[src/rtl/mips_multicycle_ctrl_pkg.sv]
// mips_pkg: shared state, ALU, opcode/funct and mux-select encodings for the multicycle MIPS controller
package mips_pkg;

    typedef enum logic [3:0] {
        IDLE,
        FETCH,
        DECODE,
        MEMADR,
        MEMRD,
        MEMWB,
        MEMWR,
        EXEC,
        ALUWB,
        BRANCH,
        ADDIEX,
        ADDIWB,
        JUMP,
        HALT
    } state_t;

    localparam logic [3:0] ALU_ADD = 4'd0;
    localparam logic [3:0] ALU_SUB = 4'd1;
    localparam logic [3:0] ALU_AND = 4'd2;
    localparam logic [3:0] ALU_OR  = 4'd3;
    localparam logic [3:0] ALU_SLL = 4'd4;
    localparam logic [3:0] ALU_SRL = 4'd5;
    localparam logic [3:0] ALU_SLT = 4'd6;
    localparam logic [3:0] ALU_BEQ = 4'd7;
    localparam logic [3:0] ALU_BNE = 4'd8;

    localparam logic [5:0] OP_RTYPE = 6'b000000;
    localparam logic [5:0] OP_J     = 6'b000010;
    localparam logic [5:0] OP_BEQ   = 6'b000100;
    localparam logic [5:0] OP_BNE   = 6'b000101;
    localparam logic [5:0] OP_ADDI  = 6'b001000;
    localparam logic [5:0] OP_LW    = 6'b100011;
    localparam logic [5:0] OP_SW    = 6'b101011;

    localparam logic [5:0] FN_ADD = 6'b100000;
    localparam logic [5:0] FN_SUB = 6'b100010;
    localparam logic [5:0] FN_AND = 6'b100100;
    localparam logic [5:0] FN_OR  = 6'b100101;
    localparam logic [5:0] FN_SLL = 6'b000000;
    localparam logic [5:0] FN_SRL = 6'b000010;
    localparam logic [5:0] FN_SLT = 6'b101010;

    localparam logic [1:0] PC_ALU    = 2'd0;
    localparam logic [1:0] PC_ALUOUT = 2'd1;
    localparam logic [1:0] PC_JUMP   = 2'd2;

    localparam logic [1:0] IMM_SEXT     = 2'd0;
    localparam logic [1:0] IMM_FOUR     = 2'd1;
    localparam logic [1:0] IMM_SEXT_SH2 = 2'd2;

    typedef struct packed {
        logic       mem_req;
        logic       mem_we;
        logic       iord;
        logic       ir_write;
        logic       pc_write;
        logic [1:0] pc_src;
        logic [3:0] alu_ctrl;
        logic       alu_src;
        logic       alu_a_sel;
        logic [1:0] imm_sel;
        logic       reg_write;
        logic       reg_dst;
        logic       mem_to_reg;
        logic       instr_done;
        logic       illegal_op;
        logic       halted;
    } ctrl_t;

endpackage

[src/rtl/mips_multicycle_ctrl_if.sv]
// mips_multicycle_ctrl_if: request/ready handshake to the shared instruction/data memory port
interface mips_multicycle_ctrl_if;
    logic mem_req;
    logic mem_we;
    logic mem_ready;
    modport master (output mem_req, output mem_we, input mem_ready);
    modport slave  (input mem_req, input mem_we, output mem_ready);
endinterface

[src/rtl/mips_alu_decoder.sv]
// mips_alu_decoder: R-type funct field to ALU operation, flagging unsupported funct codes
module mips_alu_decoder
    import mips_pkg::*;
(
    input  logic [5:0] funct,
    output logic [3:0] alu_ctrl,
    output logic       legal
);
    always_comb begin
        alu_ctrl = ALU_ADD;
        legal    = 1'b1;
        case (funct)
            FN_ADD:  alu_ctrl = ALU_ADD;
            FN_SUB:  alu_ctrl = ALU_SUB;
            FN_AND:  alu_ctrl = ALU_AND;
            FN_OR:   alu_ctrl = ALU_OR;
            FN_SLL:  alu_ctrl = ALU_SLL;
            FN_SRL:  alu_ctrl = ALU_SRL;
            FN_SLT:  alu_ctrl = ALU_SLT;
            default: legal = 1'b0;
        endcase
    end
endmodule

[src/rtl/mips_multicycle_ctrl.sv]
// mips_multicycle_ctrl: multicycle MIPS control FSM driving datapath selects and the memory handshake.
// Define MIPS_ILLEGAL_TRAP_EN to trap illegal instructions in HALT instead of retiring them as NOPs.
module mips_multicycle_ctrl
    import mips_pkg::*;
#(
    parameter bit RESET_STATE_FETCH = 1'b1
) (
    input  logic                          clk,
    input  logic                          reset,
    input  logic [5:0]                    opcode,
    input  logic [5:0]                    funct,
    input  logic                          zero,
    mips_multicycle_ctrl_if.master        mem,
    output logic                          iord,
    output logic                          ir_write,
    output logic                          pc_write,
    output logic [1:0]                    pc_src,
    output logic [3:0]                    alu_ctrl,
    output logic                          alu_src,
    output logic                          alu_a_sel,
    output logic [1:0]                    imm_sel,
    output logic                          reg_write,
    output logic                          reg_dst,
    output logic                          mem_to_reg,
    output logic                          instr_done,
    output logic                          illegal_op,
    output logic                          halted
);
`ifdef MIPS_ILLEGAL_TRAP_EN
    localparam state_t ILL_NEXT = HALT;
`else
    localparam state_t ILL_NEXT = FETCH;
`endif

    state_t     state, state_n, dec_state;
    ctrl_t      c;
    logic [3:0] r_alu;
    logic       r_legal;
    logic       ill;

    mips_alu_decoder u_dec (
        .funct    (funct),
        .alu_ctrl (r_alu),
        .legal    (r_legal)
    );

    always_ff @(posedge clk or posedge reset)
        if (reset) state <= RESET_STATE_FETCH ? FETCH : IDLE;
        else       state <= state_n;

    always_comb begin
        ill = !(opcode == OP_LW || opcode == OP_SW || (opcode == OP_RTYPE && r_legal) ||
                opcode == OP_BEQ || opcode == OP_BNE || opcode == OP_ADDI || opcode == OP_J);
        dec_state = ill ? ILL_NEXT :
                    (opcode == OP_LW || opcode == OP_SW) ? MEMADR :
                    opcode == OP_RTYPE ? EXEC :
                    (opcode == OP_BEQ || opcode == OP_BNE) ? BRANCH :
                    opcode == OP_ADDI ? ADDIEX : JUMP;
    end

    always_comb begin
        c       = '0;
        state_n = state;
        case (state)
            IDLE: state_n = FETCH;
            FETCH: begin
                c.mem_req   = 1'b1;
                c.alu_a_sel = 1'b1;
                c.alu_src   = 1'b1;
                c.imm_sel   = IMM_FOUR;
                c.pc_src    = PC_ALU;
                c.ir_write  = mem.mem_ready;
                c.pc_write  = mem.mem_ready;
                state_n     = mem.mem_ready ? DECODE : FETCH;
            end
            DECODE: begin
                // speculative branch target lands in ALUOut while the opcode is decoded
                c.alu_a_sel  = 1'b1;
                c.alu_src    = 1'b1;
                c.imm_sel    = IMM_SEXT_SH2;
                c.illegal_op = ill;
`ifndef MIPS_ILLEGAL_TRAP_EN
                c.instr_done = ill;
`endif
                state_n      = dec_state;
            end
            MEMADR: begin
                c.alu_src = 1'b1;
                c.imm_sel = IMM_SEXT;
                state_n   = opcode == OP_SW ? MEMWR : MEMRD;
            end
            MEMRD: begin
                c.mem_req = 1'b1;
                c.iord    = 1'b1;
                state_n   = mem.mem_ready ? MEMWB : MEMRD;
            end
            MEMWB: begin
                c.reg_write  = 1'b1;
                c.mem_to_reg = 1'b1;
                c.instr_done = 1'b1;
                state_n      = FETCH;
            end
            MEMWR: begin
                c.mem_req    = 1'b1;
                c.mem_we     = 1'b1;
                c.iord       = 1'b1;
                c.instr_done = mem.mem_ready;
                state_n      = mem.mem_ready ? FETCH : MEMWR;
            end
            EXEC: begin
                c.alu_ctrl = r_alu;
                state_n    = ALUWB;
            end
            ALUWB: begin
                c.reg_write  = 1'b1;
                c.reg_dst    = 1'b1;
                c.instr_done = 1'b1;
                state_n      = FETCH;
            end
            BRANCH: begin
                c.alu_ctrl   = opcode == OP_BNE ? ALU_BNE : ALU_BEQ;
                c.pc_src     = PC_ALUOUT;
                c.pc_write   = zero;
                c.instr_done = 1'b1;
                state_n      = FETCH;
            end
            ADDIEX: begin
                c.alu_src = 1'b1;
                c.imm_sel = IMM_SEXT;
                state_n   = ADDIWB;
            end
            ADDIWB: begin
                c.reg_write  = 1'b1;
                c.instr_done = 1'b1;
                state_n      = FETCH;
            end
            JUMP: begin
                c.pc_src     = PC_JUMP;
                c.pc_write   = 1'b1;
                c.instr_done = 1'b1;
                state_n      = FETCH;
            end
`ifdef MIPS_ILLEGAL_TRAP_EN
            HALT: begin
                c.halted = 1'b1;
                state_n  = HALT;
            end
`endif
            default: state_n = FETCH;
        endcase
        if (reset) c = '0;
    end

    assign mem.mem_req = c.mem_req;
    assign mem.mem_we  = c.mem_we;
    assign iord        = c.iord;
    assign ir_write    = c.ir_write;
    assign pc_write    = c.pc_write;
    assign pc_src      = c.pc_src;
    assign alu_ctrl    = c.alu_ctrl;
    assign alu_src     = c.alu_src;
    assign alu_a_sel   = c.alu_a_sel;
    assign imm_sel     = c.imm_sel;
    assign reg_write   = c.reg_write;
    assign reg_dst     = c.reg_dst;
    assign mem_to_reg  = c.mem_to_reg;
    assign instr_done  = c.instr_done;
    assign illegal_op  = c.illegal_op;
    assign halted      = c.halted;

    a_we_with_req: assert property (@(posedge clk) disable iff (reset) mem.mem_we |-> mem.mem_req);
    a_done_onecycle: assert property (@(posedge clk) disable iff (reset) instr_done |=> state == FETCH || state == IDLE);

endmodule

[src/flat_wrapper.sv]
// flat-port wrapper written by rule: the top's interface ports become plain ports
module mips_multicycle_ctrl_flat import mips_pkg::*;
#(
    parameter bit RESET_STATE_FETCH = 1'b1
)
  (clk, reset, opcode, funct, zero, iord, ir_write, pc_write, pc_src, alu_ctrl, alu_src, alu_a_sel, imm_sel, reg_write, reg_dst, mem_to_reg, instr_done, illegal_op, halted, mem_mem_req, mem_mem_we, mem_mem_ready);
  mips_multicycle_ctrl_if mem_i ();
  input  logic clk;
  input  logic reset;
  input  logic [5:0] opcode;
  input  logic [5:0] funct;
  input  logic zero;
  output logic iord;
  output logic ir_write;
  output logic pc_write;
  output logic [1:0] pc_src;
  output logic [3:0] alu_ctrl;
  output logic alu_src;
  output logic alu_a_sel;
  output logic [1:0] imm_sel;
  output logic reg_write;
  output logic reg_dst;
  output logic mem_to_reg;
  output logic instr_done;
  output logic illegal_op;
  output logic halted;
  output wire logic [$bits(mem_i.mem_req)-1:0] mem_mem_req;
  output wire logic [$bits(mem_i.mem_we)-1:0] mem_mem_we;
  input wire logic [$bits(mem_i.mem_ready)-1:0] mem_mem_ready;
  assign mem_mem_req = mem_i.mem_req;
  assign mem_mem_we = mem_i.mem_we;
  assign mem_i.mem_ready = mem_mem_ready;
  mips_multicycle_ctrl #(.RESET_STATE_FETCH(RESET_STATE_FETCH)) u_core (.clk(clk), .reset(reset), .opcode(opcode), .funct(funct), .zero(zero), .mem(mem_i), .iord(iord), .ir_write(ir_write), .pc_write(pc_write), .pc_src(pc_src), .alu_ctrl(alu_ctrl), .alu_src(alu_src), .alu_a_sel(alu_a_sel), .imm_sel(imm_sel), .reg_write(reg_write), .reg_dst(reg_dst), .mem_to_reg(mem_to_reg), .instr_done(instr_done), .illegal_op(illegal_op), .halted(halted));
endmodule
[config.mk]
export PLATFORM = sky130hd
export DESIGN_NAME = mips_multicycle_ctrl_flat
export DESIGN_NICKNAME = d
export VERILOG_FILES = /design/src/rtl/mips_multicycle_ctrl_pkg.sv /design/src/rtl/mips_multicycle_ctrl_if.sv /design/src/rtl/mips_alu_decoder.sv /design/src/rtl/mips_multicycle_ctrl.sv /design/src/flat_wrapper.sv
export SDC_FILE = /design/constraint.sdc
export NUM_CORES = 1
export LEC_CHECK = 0
export CAP_MARGIN = 5
export CORE_ASPECT_RATIO = 1.25
export CORE_MARGIN = 5
export CORE_UTILIZATION = 30
export CTS_BUF_LIST = sky130_fd_sc_hd__clkbuf_16
export DETAILED_ROUTE_END_ITERATION = 12
export GPL_TIMING_DRIVEN = 0
export PLACE_DENSITY = 0.64
export SLEW_MARGIN = 10
export SYNTH_ARGS = -nofsm -noshare
export SYNTH_HDL_FRONTEND = slang
export SYNTH_SLANG_ARGS = --single-unit
[constraint.sdc]
create_clock -name clk -period 2.4 [get_ports clk]
set_input_delay 0.48 -clock clk [delete_from_list [all_inputs] [get_ports clk]]
set_output_delay 0.48 -clock clk [all_outputs]
set_load 0.02 [all_outputs]
==> impl_metrics.toml <==
[synth]
ys_top_cells_by_area = "dfrtp_1, nor3_1, a21oi_1"
synth_nets = 131
syn-mean-instance-area_um2 = 6.561
synth_top_family_by_area = "simple AND/OR/NAND/NOR gates"
netlist_area_um2 = 754.5
synthMuxAreaShare_pct = 0
synth-xor-area-share_pct = 1.161
ys_seq_elements = 4
yosysTopAreaCell = "dfrtp_1"
syn_inst = 115
netlist-cell-type-count = 44
ys_warn_count = 0
synthSimpleGateAreaFrac_pct = 47.60
seq_area_frac_synth_pct = 13.43
synth_top_area_share_pct = 9.950
synth_compound_area_share_pct = 30.02
yosys.area_share.adder_pct = 0

[sta]
fmax_ghz = 0.4253
skew_ns = 0.001958
drv_slew = 0
finalSetupTns_ns = 0
setup_slack_ns = 0.04893
setup_viol = 0
finalCritPeriodShare_pct = 97.96
final_hold_viol_count = 0
min_period_ns = 2.351

[setup_path]
critPathSlowestCell = "nor4bb_2"
crit_chain = "dlygate4sd2_1, nor4bb_2, a211oi_2, o32a_1, and2_4, a21o_1, buf_2"
r2r_end = "u_core.state[2]"
cp.depth = 7
worst-r2r-cell-count = 4
critPathBufInv = 2
cp-endpoint = "instr_done"
reg2reg_from = "u_core.state[1]"
required_ns = 1.92
critPathLaunchType = "primary input"
worstPathArrival_ns = 1.87
cp-startpoint = "funct[1]"
r2r_slack_ns = 0.92
cp-end-kind = "output port"
cpPeakStageDelay_ns = 0.35
crit_type = "primary input to output port"
cp_max_fo = 7
crit_family = "simple AND/OR/NAND/NOR gates"

[grt]
grt_max_degree = 11
antenna_found_initial = 0
first_global_vias = 956
grt_overflow = 0
grt_pass1_wl_um = 4133
track_usage_pct = 15.21

[layout]
mostFrequentLayoutCells = "dlygate4sd2_1, clkbuf_2, nand2_1"
max_flop_register = "u_core.state"
layout.cells.non_filler = 186
antennaDiodeCount = 0
syn_to_final_growth_pct = 61.19
largest_register_ffs = 4
layout.nets = 170
layout_commonest_cell = "dlygate4sd2_1"
final_util_pct = 50.10
drive_above_1_share_pct = 30.07
largest_registers = "u_core.state: 4 flops"

[clock_network]
cts_tree = "done"
clkLatencyLatePin_ns = 0.23
ctsRootBufferMaster = "clkbuf_16"
cts-htree-levels = 1
clockBufferDepth = 2
cts_sinks = 4
cts_buffers = 3
path_clk_slew_ns = 0.03

[routing]
routed_wirelength_um = 2562
via_per_inst = 5.253
vias = 977
avgRoutedWirePerCell_um = 13.77
dr.pass1.iters = 4
first_iter_violations = 12
drtAntennaViolNets = 0
route.detailed.drc = 0

[die]
fp.dieW_um = 54.86
initial_core_util_pct = 31.08
core-area_um2 = 2427
ios = 37
fp-row-count = 20
die_area_um2 = 3624
fp.dieH_um = 66.07

[placed_design]
portBuffers = 32
placed_cells = 180
place_worst_setup_slack_ns = -0.7527
hpwl_um = 1902
place_congestion = 0.8196

[hold_path]
min_path_type = "primary input to async pin"

[power_and_ir_drop]
cellLeakagePower_nw = 0.6065
peakVddDrop_mv = 0.4452
powerDensity_nw_per_um2 = 799.4

[job]
drv_cap = 0

[run_status]
status = "completed"
==> layer usage <==
| layer | vias to the layer above | track usage (%) | part of all wire [%] |
|---|---|---|---|
| met3 | 4 | 2.483 | 5.2 |
| met2 | 29 | 25.89 | 51 |
| met4 | 0 | 7.165 | 1.6 |
| li1 | 500 | - | - |
| met5 | - | 0 | 0 |
| met1 | 444 | 17.69 | 42 |
==> metrics by stage <==
step	hold WS, ns	total power [mW]	cell area (um2)
final	0.6088	0.9723	1216
after global routing	0.6332	1.051	1216
after CTS	0.6210	0.9691	1214
after detailed placement	0.6539	0.7082	1116
after global placement	0.6580	0.7046	1116
after floorplan	0.2590	0.4993	754.5
==> report_power, final <==
part | internal (mW) | switching [mW] | leakage [nW]
combinational | 0.238 | 0.344 | 0.513
clock | 0.215 | 0.0492 | 0.0423
sequential | 0.0979 | 0.0272 | 0.0508
==> logic make-up after synthesis <==
kind of cell | after synthesis
simple gates | 64
compound gates | 33
buf+inv | 12
flops | 4
xor+xnor | 1
other cells | 1
==> repair_timing <==
action	CTS	global route
endpoints found under the setup margin	20	12
pin swaps	4	1
hold buffers	0	0
buffers inserted	2	0
gates resized for setup	46	38
==> Yosys cell counts <==
| library cell | n |
|---|---|
| nand4_1 | 2 |
| and2_4 | 1 |
| buf_4 | 2 |
| o21a_1 | 2 |
| nor3b_1 | 2 |
| a31oi_1 | 1 |
| nor2b_1 | 6 |
| and3_1 | 2 |
| o22ai_2 | 1 |
| and2b_2 | 1 |
| nor4b_1 | 1 |
| o21ba_2 | 1 |
| dfrtp_1 | 3 |
| a31o_2 | 2 |
| o21ai_0 | 8 |
| clkinv_1 | 1 |
| or3_1 | 1 |
| and2_1 | 2 |
| inv_1 | 2 |
| nand2b_1 | 4 |
| nor3_1 | 10 |
| nor4_1 | 6 |
| a21o_1 | 2 |
| or2_2 | 1 |
| a211oi_1 | 1 |
| and4b_1 | 1 |
| conb_1 | 1 |
| nand2_1 | 9 |
| dfstp_2 | 1 |
| clkbuf_1 | 5 |
| xnor2_1 | 1 |
| a22oi_1 | 1 |
| buf_2 | 2 |
| o32a_1 | 1 |
| o22ai_1 | 1 |
| a22o_1 | 1 |
| nand4b_1 | 1 |
| a2111o_1 | 1 |
| a21oi_1 | 8 |
| nand3_1 | 5 |
| o31a_1 | 1 |
| nor4bb_1 | 1 |
| nor2_1 | 8 |
| a21bo_2 | 1 |
==> worst min path at each step <==
stage / start / end / slack [ns] / cells past startpoint
after global placement: u_core.state[3] / u_core.state[2] / 0.66 / 2
after CTS: reset / u_core.state[3] / 0.62 / 2
final: reset / u_core.state[3] / 0.61 / 2
after floorplan: reset / u_core.state[1] / 0.26 / 1
after global routing: reset / u_core.state[3] / 0.63 / 2
after detailed placement: u_core.state[3] / u_core.state[2] / 0.65 / 2
==> area by class of cell <==
cell class              count  area (um2)
plain buffers               9       51.30
clock buffers               3       75.07
clock inverters             1       3.754
fillers                   268        1211
inverters                   3       12.51
multi-input cells          99       656.9
flip-flops and latches      4       101.3
well taps                  33       41.29
repair buffers             34       274.0
==> worst register-to-register path, stage by stage, from the launching register on <==
cell	delay, ns
dfrtp_1	0.39
nor2b_2	0.27
nand2b_1	0.15
a2111o_1	0.42
o22ai_1	0.16
Power figures use the tool's default switching activity.
